[config.mk]
export PLATFORM = sky130hd
export DESIGN_NAME = keypad_scan_debounce
export DESIGN_NICKNAME = d
export VERILOG_FILES = /design/src/rtl/keypad_scan_debounce.sv
export SDC_FILE = /design/constraint.sdc
export NUM_CORES = 1
export LEC_CHECK = 0
export ABC_AREA = 0
export ABC_CLOCK_PERIOD_IN_PS = 7000
export CAP_MARGIN = 5
export CORE_MARGIN = 3
export CORE_UTILIZATION = 45
export DETAILED_ROUTE_END_ITERATION = 7
export GPL_ROUTABILITY_DRIVEN = 1
export SYNTH_ARGS = -nofsm -noshare
export SYNTH_HDL_FRONTEND = slang
export SYNTH_SLANG_ARGS = --single-unit
[constraint.sdc]
create_clock -name clk -period 7 [get_ports clk]
set_clock_uncertainty 0.15 [all_clocks]
set_input_delay 1.4 -clock clk [delete_from_list [all_inputs] [get_ports clk]]
set_output_delay 1.4 -clock clk [all_outputs]
set_load 0.03 [all_outputs]
[src/rtl/keypad_scan_debounce.sv]
// 4x4 matrix keypad scanner with press/release debouncing.
// Rows are driven low one at a time; columns come back through a two-flop
// synchroniser. A detected key is debounced on its own row/column before it is
// accepted. It is then held until a debounced release. Other keys pressed while
// one is held are ignored.
module keypad_scan_debounce #(
  parameter int SCAN_DIV        = 1000,
  parameter int DEBOUNCE_CYCLES = 200000
) (
  input  logic       clk,
  input  logic       rst,
  input  logic [3:0] col,
  output logic [3:0] row,
  output logic [3:0] key_out,
  output logic       pressed,
  output logic       key_event
);

  localparam int DIV_W = $clog2(SCAN_DIV + 1);
  localparam int DB_W  = $clog2(DEBOUNCE_CYCLES + 1);
  localparam logic [DIV_W-1:0] DIV_LAST = DIV_W'(SCAN_DIV - 1);
  localparam logic [DB_W-1:0]  DB_LAST  = DB_W'(DEBOUNCE_CYCLES - 1);

  typedef enum logic [1:0] {
    SCAN     = 2'd0,
    DEBOUNCE = 2'd1,
    HOLD     = 2'd2,
    RELEASE  = 2'd3
  } state_t;

  state_t           state_reg, state_next;
  logic [1:0]       ridx_reg, ridx_next;
  logic [DIV_W-1:0] div_reg, div_next;
  logic [DB_W-1:0]  db_reg, db_next;
  logic [1:0]       crow_reg, crow_next;
  logic [1:0]       ccol_reg, ccol_next;
  logic [3:0]       row_reg, row_next;
  logic [3:0]       key_out_reg, key_out_next;
  logic             pressed_reg, pressed_next;
  logic             key_event_reg, key_event_next;

  logic [3:0]       cs;
  logic [1:0]       cidx;
  logic             any_low;
  logic             cs_sel;

  // Two-flop synchroniser per column; idles high like the pulled-up pins.
  generate
    for (genvar gi = 0; gi < 4; gi++) begin : g_sync
      logic meta_reg;
      logic sync_reg;
      // Capture the asynchronous column and re-time it once more.
      always_ff @(posedge clk) begin
        if (rst) begin
          meta_reg <= 1'b1;
          sync_reg <= 1'b1;
        end else begin
          meta_reg <= col[gi];
          sync_reg <= meta_reg;
        end
      end
      assign cs[gi] = sync_reg;
    end
  endgenerate

  // Lowest-index low column wins when several columns are low.
  always_comb begin
    cidx = 2'd0;
    for (int i = 3; i >= 0; i--) begin
      if (!cs[i]) cidx = 2'(i);
    end
  end

  assign any_low = ~&cs;
  assign cs_sel  = cs[ccol_reg];

  // State and output registers.
  always_ff @(posedge clk) begin
    if (rst) begin
      state_reg     <= SCAN;
      ridx_reg      <= 2'd0;
      div_reg       <= '0;
      db_reg        <= '0;
      crow_reg      <= 2'd0;
      ccol_reg      <= 2'd0;
      row_reg       <= 4'b1110;
      key_out_reg   <= 4'd0;
      pressed_reg   <= 1'b0;
      key_event_reg <= 1'b0;
    end else begin
      state_reg     <= state_next;
      ridx_reg      <= ridx_next;
      div_reg       <= div_next;
      db_reg        <= db_next;
      crow_reg      <= crow_next;
      ccol_reg      <= ccol_next;
      row_reg       <= row_next;
      key_out_reg   <= key_out_next;
      pressed_reg   <= pressed_next;
      key_event_reg <= key_event_next;
    end
  end

  // Next-state logic: scan, debounce press, hold, debounce release.
  always_comb begin
    state_next     = state_reg;
    ridx_next      = ridx_reg;
    div_next       = div_reg;
    db_next        = db_reg;
    crow_next      = crow_reg;
    ccol_next      = ccol_reg;
    key_out_next   = key_out_reg;
    pressed_next   = pressed_reg;
    key_event_next = 1'b0;

    case (state_reg)
      SCAN: begin
        if (div_reg == DIV_LAST) begin
          div_next = '0;
          if (any_low) begin
            crow_next  = ridx_reg;
            ccol_next  = cidx;
            db_next    = '0;
            state_next = DEBOUNCE;
          end else begin
            ridx_next = ridx_reg + 2'd1;
          end
        end else begin
          div_next = div_reg + DIV_W'(1);
        end
      end

      DEBOUNCE: begin
        if (!cs_sel) begin
          if (db_reg == DB_LAST) begin
            key_out_next   = {crow_reg, ccol_reg};
            pressed_next   = 1'b1;
            key_event_next = 1'b1;
            state_next     = HOLD;
          end else begin
            db_next = db_reg + DB_W'(1);
          end
        end else begin
          // Bounce: go back and let the same row settle again.
          ridx_next  = crow_reg;
          div_next   = '0;
          state_next = SCAN;
        end
      end

      HOLD: begin
        if (cs_sel) begin
          db_next    = '0;
          state_next = RELEASE;
        end
      end

      RELEASE: begin
        if (cs_sel) begin
          if (db_reg == DB_LAST) begin
            pressed_next = 1'b0;
            ridx_next    = crow_reg + 2'd1;
            div_next     = '0;
            state_next   = SCAN;
          end else begin
            db_next = db_reg + DB_W'(1);
          end
        end else begin
          state_next = HOLD;
        end
      end

      default: begin
        state_next = SCAN;
      end
    endcase
  end

  // Row drive follows the row the next state will be looking at.
  always_comb begin
    row_next = row_reg;
    if (state_next == SCAN) begin
      row_next = ~(4'b0001 << ridx_next);
    end else begin
      row_next = ~(4'b0001 << crow_next);
    end
  end

  assign row       = row_reg;
  assign key_out   = key_out_reg;
  assign pressed   = pressed_reg;
  assign key_event = key_event_reg;

endmodule

=== After elaboration in Yosys (flattened, before gate mapping) ===
Index checks and enable logic that the tools add are counted.

* Add/subtract/negate cells: 4
* Order comparisons: 1
* Equal/unequal tests: 13
* Shifts and indexed selects: 2
* Mux-type cells: 42
* Bitwise operators: 5
* Reductions and logical operators: 11

{| class="wikitable"
|+ Operator list
! cell !! number
|-
| two-way mux 18 bit || 6
|-
| case mux 18 bit (4 select lines) || 1
|-
| two-way mux 10 bit || 4
|-
| two-way mux 2 bit || 19
|-
| case mux 10 bit (3 select lines) || 1
|-
| adder 18 x 1 -> 18 bit (second input constant) || 1
|-
| == test 18 bit (second input constant) || 1
|-
| != test 2 bit (second input constant) || 8
|-
| adder 10 x 1 -> 10 bit (second input constant) || 1
|-
| == test 10 bit (second input constant) || 1
|-
| AND reduction 5 bit || 2
|-
| inverter 4 bit || 2
|-
| case mux 2 bit (4 select lines) || 1
|-
| AND reduction 4 bit || 2
|-
| << shifter 1 x 2 -> 4 bit (first input constant) || 2
|-
| two-way mux 1 bit || 6
|-
| case mux 2 bit (3 select lines) || 1
|-
| AND reduction 3 bit || 2
|-
| adder 2 x 1 -> 2 bit (second input constant) || 2
|-
| == test 2 bit (second input constant) || 2
|-
| logical NOT 2 bit || 2
|-
| two-way mux 4 bit || 1
|-
| less-than comparator 2 x 3 -> 1 bit (second input constant) || 1
|-
| inverter 1 bit || 3
|-
| 6 further kinds || 6
|}

* Register bits after elaboration: 54
* Input port bits: 6
* Output and inout bits: 10
* Logic and storage cells: 96

=== Longest topological paths before layout ===
Gate-level depths: netlist of the first run.

* Depth after elaboration: 7
* Gate-level depth with buffers: 10
* Gate-level depth less buffers: 8

=== Least setup slack after synthesis of the first run ===
No wires, ideal clock.

* Kind: input to register
* From: input port rst
* To: register db_reg[0]
* Library setup time: 0.128 ns
* Arrival time: 2.354 ns
* Required time: 6.722 ns
* Setup slack: 4.369 ns
* Stages on the path: 5
* Buffers on the path: 3
* Cell sequence: clkbuf_1 > or2_2 > clkbuf_1 > buf_1 > nor2_1

{| class="wikitable"
|+ RTL lines
! element !! line !! RTL
|-
| start, declared || 11 || <nowiki>input logic rst,</nowiki>
|-
| end signal, assigned || 94 || <nowiki>db_reg <= db_next;</nowiki>
|-
| end, declared || 34 || <nowiki>logic [DB_W-1:0] db_reg, db_next;</nowiki>
|}

=== Worst setup path after layout of the first run ===
* From: register db_reg[13]
* To: register div_reg[9]

* Longest elaborated chain between the ends: 3

{| class="wikitable"
|+ Ends and longest elaborated chain
! element !! line !! RTL
|-
| == test 18 bit || 160 || <nowiki>if (db_reg == DB_LAST) begin</nowiki>
|-
| != test 2 bit (no source line) || -- ||
|-
| AND reduction 4 bit (no source line) || -- ||
|-
| end signal, assigned || 93 || <nowiki>div_reg <= div_next;</nowiki>
|-
| end, declared || 33 || <nowiki>logic [DIV_W-1:0] div_reg, div_next;</nowiki>
|}

No other way between the ends.
A chain may end at the register's enable or synchronous reset.

==> reports/metrics.cfg, run 1 <==
[status]
status = finished, final reports clean

[sta]
period_minus_slack_ns = 2.931
worst_pin_slew_ns = 0.6720
slew_headroom_pct = 55.20
tns_ns = 0
holdWs_ns = 0.2668
grt_setup_unrepaired = false
drv_slew = 0
post-route-period-util_pct = 41.87
finalHoldViolCount = 0
setup_violations = 0
fmax_ghz = 0.3412

[clock_network]
cts.clk_slew.worst_paths_ns = 0.10
clock_latency_ns = 0.31
ctsResizeCount = 0
root_buffer = clkbuf_8
clock_sinks = 54
holdBufCountCts = 0
post_cts_buffers = 0
cts_tree = built
cts.path.max_buffers = 2
cts_max_level = 2
numCtsBuffers = 5

[worst_setup_path]
cp-start-kind = flop
reg2reg_from = db_reg[13]
crit_path_end_kind = flop
slowest_stage = or4b_4
crit_arrival_ns = 3.02
crit_buf_inv = 0
path_class = flop to flop
cp_max_fo = 14
startpoint = db_reg[13]
crit_path_max_incr_delay_ns = 0.56
path_delay_family = simple AND/OR/NAND/NOR gates
required_ns = 7.09
crit_chain = or4b_4, nor4_4, nand3_1, a22oi_2, nand2_1, or3_1, a21oi_1

[synthesis]
syn_inst = 282
synth_area_leaders = dfxtp_1 44%, nor2_1 4.5%, nand2_1 4.4%, a21oi_1 3.6%, xnor2_1 3.5%
syn_area_um2 = 2480
synth_fa_ha_area_share_pct = 1.009
yosysTopAreaCell = dfxtp_1
syn-mean-instance-area_um2 = 8.794
synth_compound_area_share_pct = 13.17
synthMuxAreaShare_pct = 2.573
seq_area_frac_synth_pct = 43.59
synthArstFlopShare_pct = 0
synth_edf_count = 0
synthXorXnorAreaFrac_pct = 6.710
yosysTopAreaCellShare_pct = 43.59
synthTopCellsByCount = 54 x dfxtp_1, 30 x nor2_1, 29 x nand2_1
synth_fp_nets = 290
yosysMostFrequentCell = dfxtp_1
ys.flop_type = dfxtp_1
synth_seq_cells = 54
synthSimpleGateAreaFrac_pct = 30.27
synth_top_family_by_area = simple AND/OR/NAND/NOR gates
synth.distinct_cells = 55
yosys_warnings = 0

[place]
hpwl_um = 3279
gp_congestion = 0.7684
portBuffers = 15
dp.cells = 356

[flow_run]
maxCapViolations = 0

[die]
die_area_um2 = 6438
std_cell_rows = 26
die_width_um = 80.24
core_area_um2 = 5205
io_pins = 16
dieHeight_um = 80.24
start_util_pct = 47.64

[route]
ant_nets = 0
routed_wl_um = 4653
drt-wirelength-per-cell_um = 12.78
num_vias = 1912
vias_per_cell = 5.253
remaining_drc_errors = 0
drt_iter0_drc = 122
firstDrtPassIters = 4

[final_layout]
post-route-util_pct = 53.68
area_delta_synth_final_pct = 12.66
fin_cells = 364
largest_register_ffs = 18
insertedDiodeCount = 0
nets = 301
drive_gt1_share_pct = 10.88

[grt]
overflow = 0
track_usage_pct = 16.18
antenna_found_initial = 0
grt_max_degree = 28
grt_pass1_wl_um = 8224
first_global_vias = 1715

[hold_path]
hold_start = g_sync[2].meta_reg
hp-class = flop to flop

[pwr]
cellLeakagePower_nw = 0.9295
power_density_nw_per_um2 = 194.3
peakVddDrop_v = 0.0001416

## worst paths after layout
kind / end / slack (ns) / cells past startpoint
worst min register to register: g_sync[2].sync_reg / 0.27 / 1
worst max register to register: div_reg[9] / 4.07 / 7
worst max-delay path: div_reg[9] / 4.07 / 7
worst min-delay path: g_sync[2].sync_reg / 0.27 / 1
## layout by cell type, fill, tap and decap left out, drive strengths merged, types with 6 or more instances in the layout
cell | synthesis | routed
a21oi | 18 | 18
or2 | 10 | 10
xor2 | 9 | 9
o21ai | 13 | 13
xnor2 | 10 | 10
dfxtp | 54 | 54
inv | 5 | 6
nand2 | 29 | 29
nor4 | 6 | 6
or3 | 10 | 10
clkdlybuf4s50 | 0 | 15
nor2 | 30 | 30
nand4 | 9 | 9
nand3 | 12 | 12
## per-stage QoR
step | setup WS (ns) | instance area [µm²] | total power, mW
2_1_floorplan | 4.369 | 2480 | 0.3316
3_3_place_gp | 4.043 | 2678 | 0.3369
3_5_place_dp | 4.026 | 2678 | 0.3373
4_1_cts | 4.064 | 2794 | 0.5527
5_1_grt | 3.884 | 2794 | 0.5678
6_report | 4.069 | 2794 | 0.5429
## final cells by class
| type | instances | area, µm² |
|---|---|---|
| clock inverter | 3 | 47.55 |
| sequential | 54 | 1081 |
| inverter | 5 | 18.77 |
| timing repair buffer | 16 | 157.7 |
| clock buffer | 5 | 68.82 |
| fill | 500 | 2411 |
| multi-input combinational | 211 | 1333 |
| tap | 70 | 87.58 |
## per-layer routing
layer  GRT usage, %  part of all wire (%)  vias to the layer above
li1               -                     -                     1016
met1          24.64                    56                      862
met2          21.27                    38                       30
met3          3.587                   4.2                        4
met4          7.095                   1.3                        0
met5              0                     0                        -
## logic make-up after synthesis
| family | Yosys count |
|---|---|
| compound gates | 48 |
| simple gates | 137 |
| buf+inv | 17 |
| flops | 54 |
| xor+xnor | 19 |
| mux | 5 |
| fa+ha+maj | 2 |
## power breakdown
part | switching [mW] | internal (mW) | total (mW)
Combinational | 0.00899 | 0.00761 | 0.0166
Sequential | 0.00263 | 0.311 | 0.313
Clock | 0.105 | 0.108 | 0.213
Power figures use the tool's default switching activity.
==> run 2, diff against run 1 <==
ABC_CLOCK_PERIOD_IN_PS = 3050   (was 7000)
clock period = 3.05 ns   (was 7 ns; I/O delays follow)
==> run 2 against run 1 <==
Against the previous run: non-clock buffer count up 4; first-iteration DRC count decreased by 3.3%; count of clock-buffer cells in the layout up 1; cell area is 0.85% higher; combinational power grew 140%; worst setup slack worse by 3.7 ns; die area is the same; sequential share of layout area shrank 0.33 points; clock power increased by 120%.
==> reports/metrics.cfg, run 2 (synthesis results as in run 1) <==
[worst_setup_path]
required_ns = 3.10
crit_arrival_ns = 2.73
cp_max_fo = 6
path_class = flop to flop
crit_path_end_kind = flop
cp-start-kind = flop

[route]
vias_per_cell = 5.310
remaining_drc_errors = 0
drt-wirelength-per-cell_um = 12.86
ant_nets = 0
routed_wl_um = 4733
num_vias = 1954
drt_iter0_drc = 118
firstDrtPassIters = 4

[sta]
worst_pin_slew_ns = 0.5193
fmax_ghz = 0.3725
slew_headroom_pct = 65.23
drv_slew = 0
post-route-period-util_pct = 88.03
period_minus_slack_ns = 2.685
tns_ns = 0
setup_violations = 0
finalHoldViolCount = 0
holdWs_ns = 0.2663
grt_setup_unrepaired = false

[pwr]
p_comb_share_pct = 3.2
power_frac_seq_pct = 58.1
clock_power_share_pct = 38.7
p_sw_mw = 0.2612
cellLeakagePower_nw = 0.9407
peakVddDrop_v = 0.0002655
intPower_mw = 0.9765
power_density_nw_per_um2 = 439.3
p_sw_share_pct = 21.11
p_total_mw = 1.238

[hold_path]
hp-class = flop to flop

[clock_network]
cts_max_level = 2
ctsResizeCount = 0
cts.path.max_buffers = 2
cts_tree = built
root_buffer = clkbuf_8
post_cts_buffers = 0
holdBufCountCts = 0
numCtsBuffers = 5
clock_latency_ns = 0.30
clock_sinks = 54
cts.clk_slew.worst_paths_ns = 0.10

[grt]
grt_max_degree = 19
antenna_found_initial = 0
first_global_vias = 1811
track_usage_pct = 16.37
overflow = 0
grt_pass1_wl_um = 8424

[final_layout]
largest_register_ffs = 18
final_common_cell = dfxtp_1
insertedDiodeCount = 0
area_delta_synth_final_pct = 13.62
postLayoutCellArea_um2 = 2818
nets = 305
fin_cells = 368
most-common-layout-cells = 54 x dfxtp_1, 30 x nor2_1, 29 x nand2_1
drive_gt1_share_pct = 11.74

[die]
core_area_um2 = 5205
dieHeight_um = 80.24
io_pins = 16
die_area_um2 = 6438
std_cell_rows = 26
die_width_um = 80.24
start_util_pct = 47.64

[place]
dp.cells = 360
portBuffers = 15
hpwl_um = 3438
placed_cell_area_um2 = 2708
gp_congestion = 0.7909

[status]
status = finished, final reports clean

[flow_run]
maxCapViolations = 0

run 2: worst paths after layout:
kind,cells past startpoint,slack (ns),to,from
setup / recovery,7,0.37,db_reg[4],db_reg[13]
hold reg to reg,1,0.27,g_sync[1].sync_reg,g_sync[1].meta_reg
hold / removal,1,0.27,g_sync[1].sync_reg,g_sync[1].meta_reg
setup reg to reg,7,0.37,db_reg[4],db_reg[13]
run 2: final cells by class:
| cell class | instances | area [µm²] |
|---|---|---|
| clock buffers | 6 | 72.57 |
| clock inverters | 2 | 37.54 |
| fillers | 500 | 2387 |
| inverters | 5 | 18.77 |
| multi-input cells | 211 | 1333 |
| flip-flops and latches | 54 | 1081 |
| well taps | 70 | 87.58 |
| repair buffers | 20 | 187.7 |
run 2: per-layer routing:
metal	GRT usage (%)	wire length (µm)	vias up
li1	-	-	1027
met3	3.700	172	6
met2	23.76	1924	30
met4	4.561	51	0
met1	24.10	2585	891
met5	0	0	-
run 2: power by group through the flow:
stage                     Sequential, mW  Clock, mW  Combinational [mW]
after global routing               0.721      0.522              0.0455
after detailed placement           0.736          0              0.0402
after global placement             0.735          0              0.0399
final                              0.719      0.479              0.0395
after floorplan                    0.734          0              0.0270
after CTS                          0.719      0.490              0.0403
run 2: per-stage QoR:
stage | setup WS (ns) | util [%]
6_report | 0.3651 | 54.13
3_5_place_dp | 0.3790 | 52.02
5_1_grt | 0.1197 | 54.13
4_1_cts | 0.3655 | 54.13
3_3_place_gp | 0.4121 | 52.02
2_1_floorplan | 0.5473 | -
run 2: critical path, stage by stage (launching register included):
cell and delay, ns:
dfxtp_1 0.35, or4b_4 0.55, nor4_4 0.39, a31oi_2 0.21
or3_1 0.51, and4_4 0.24, xnor2_1 0.12, nor2_1 0.05
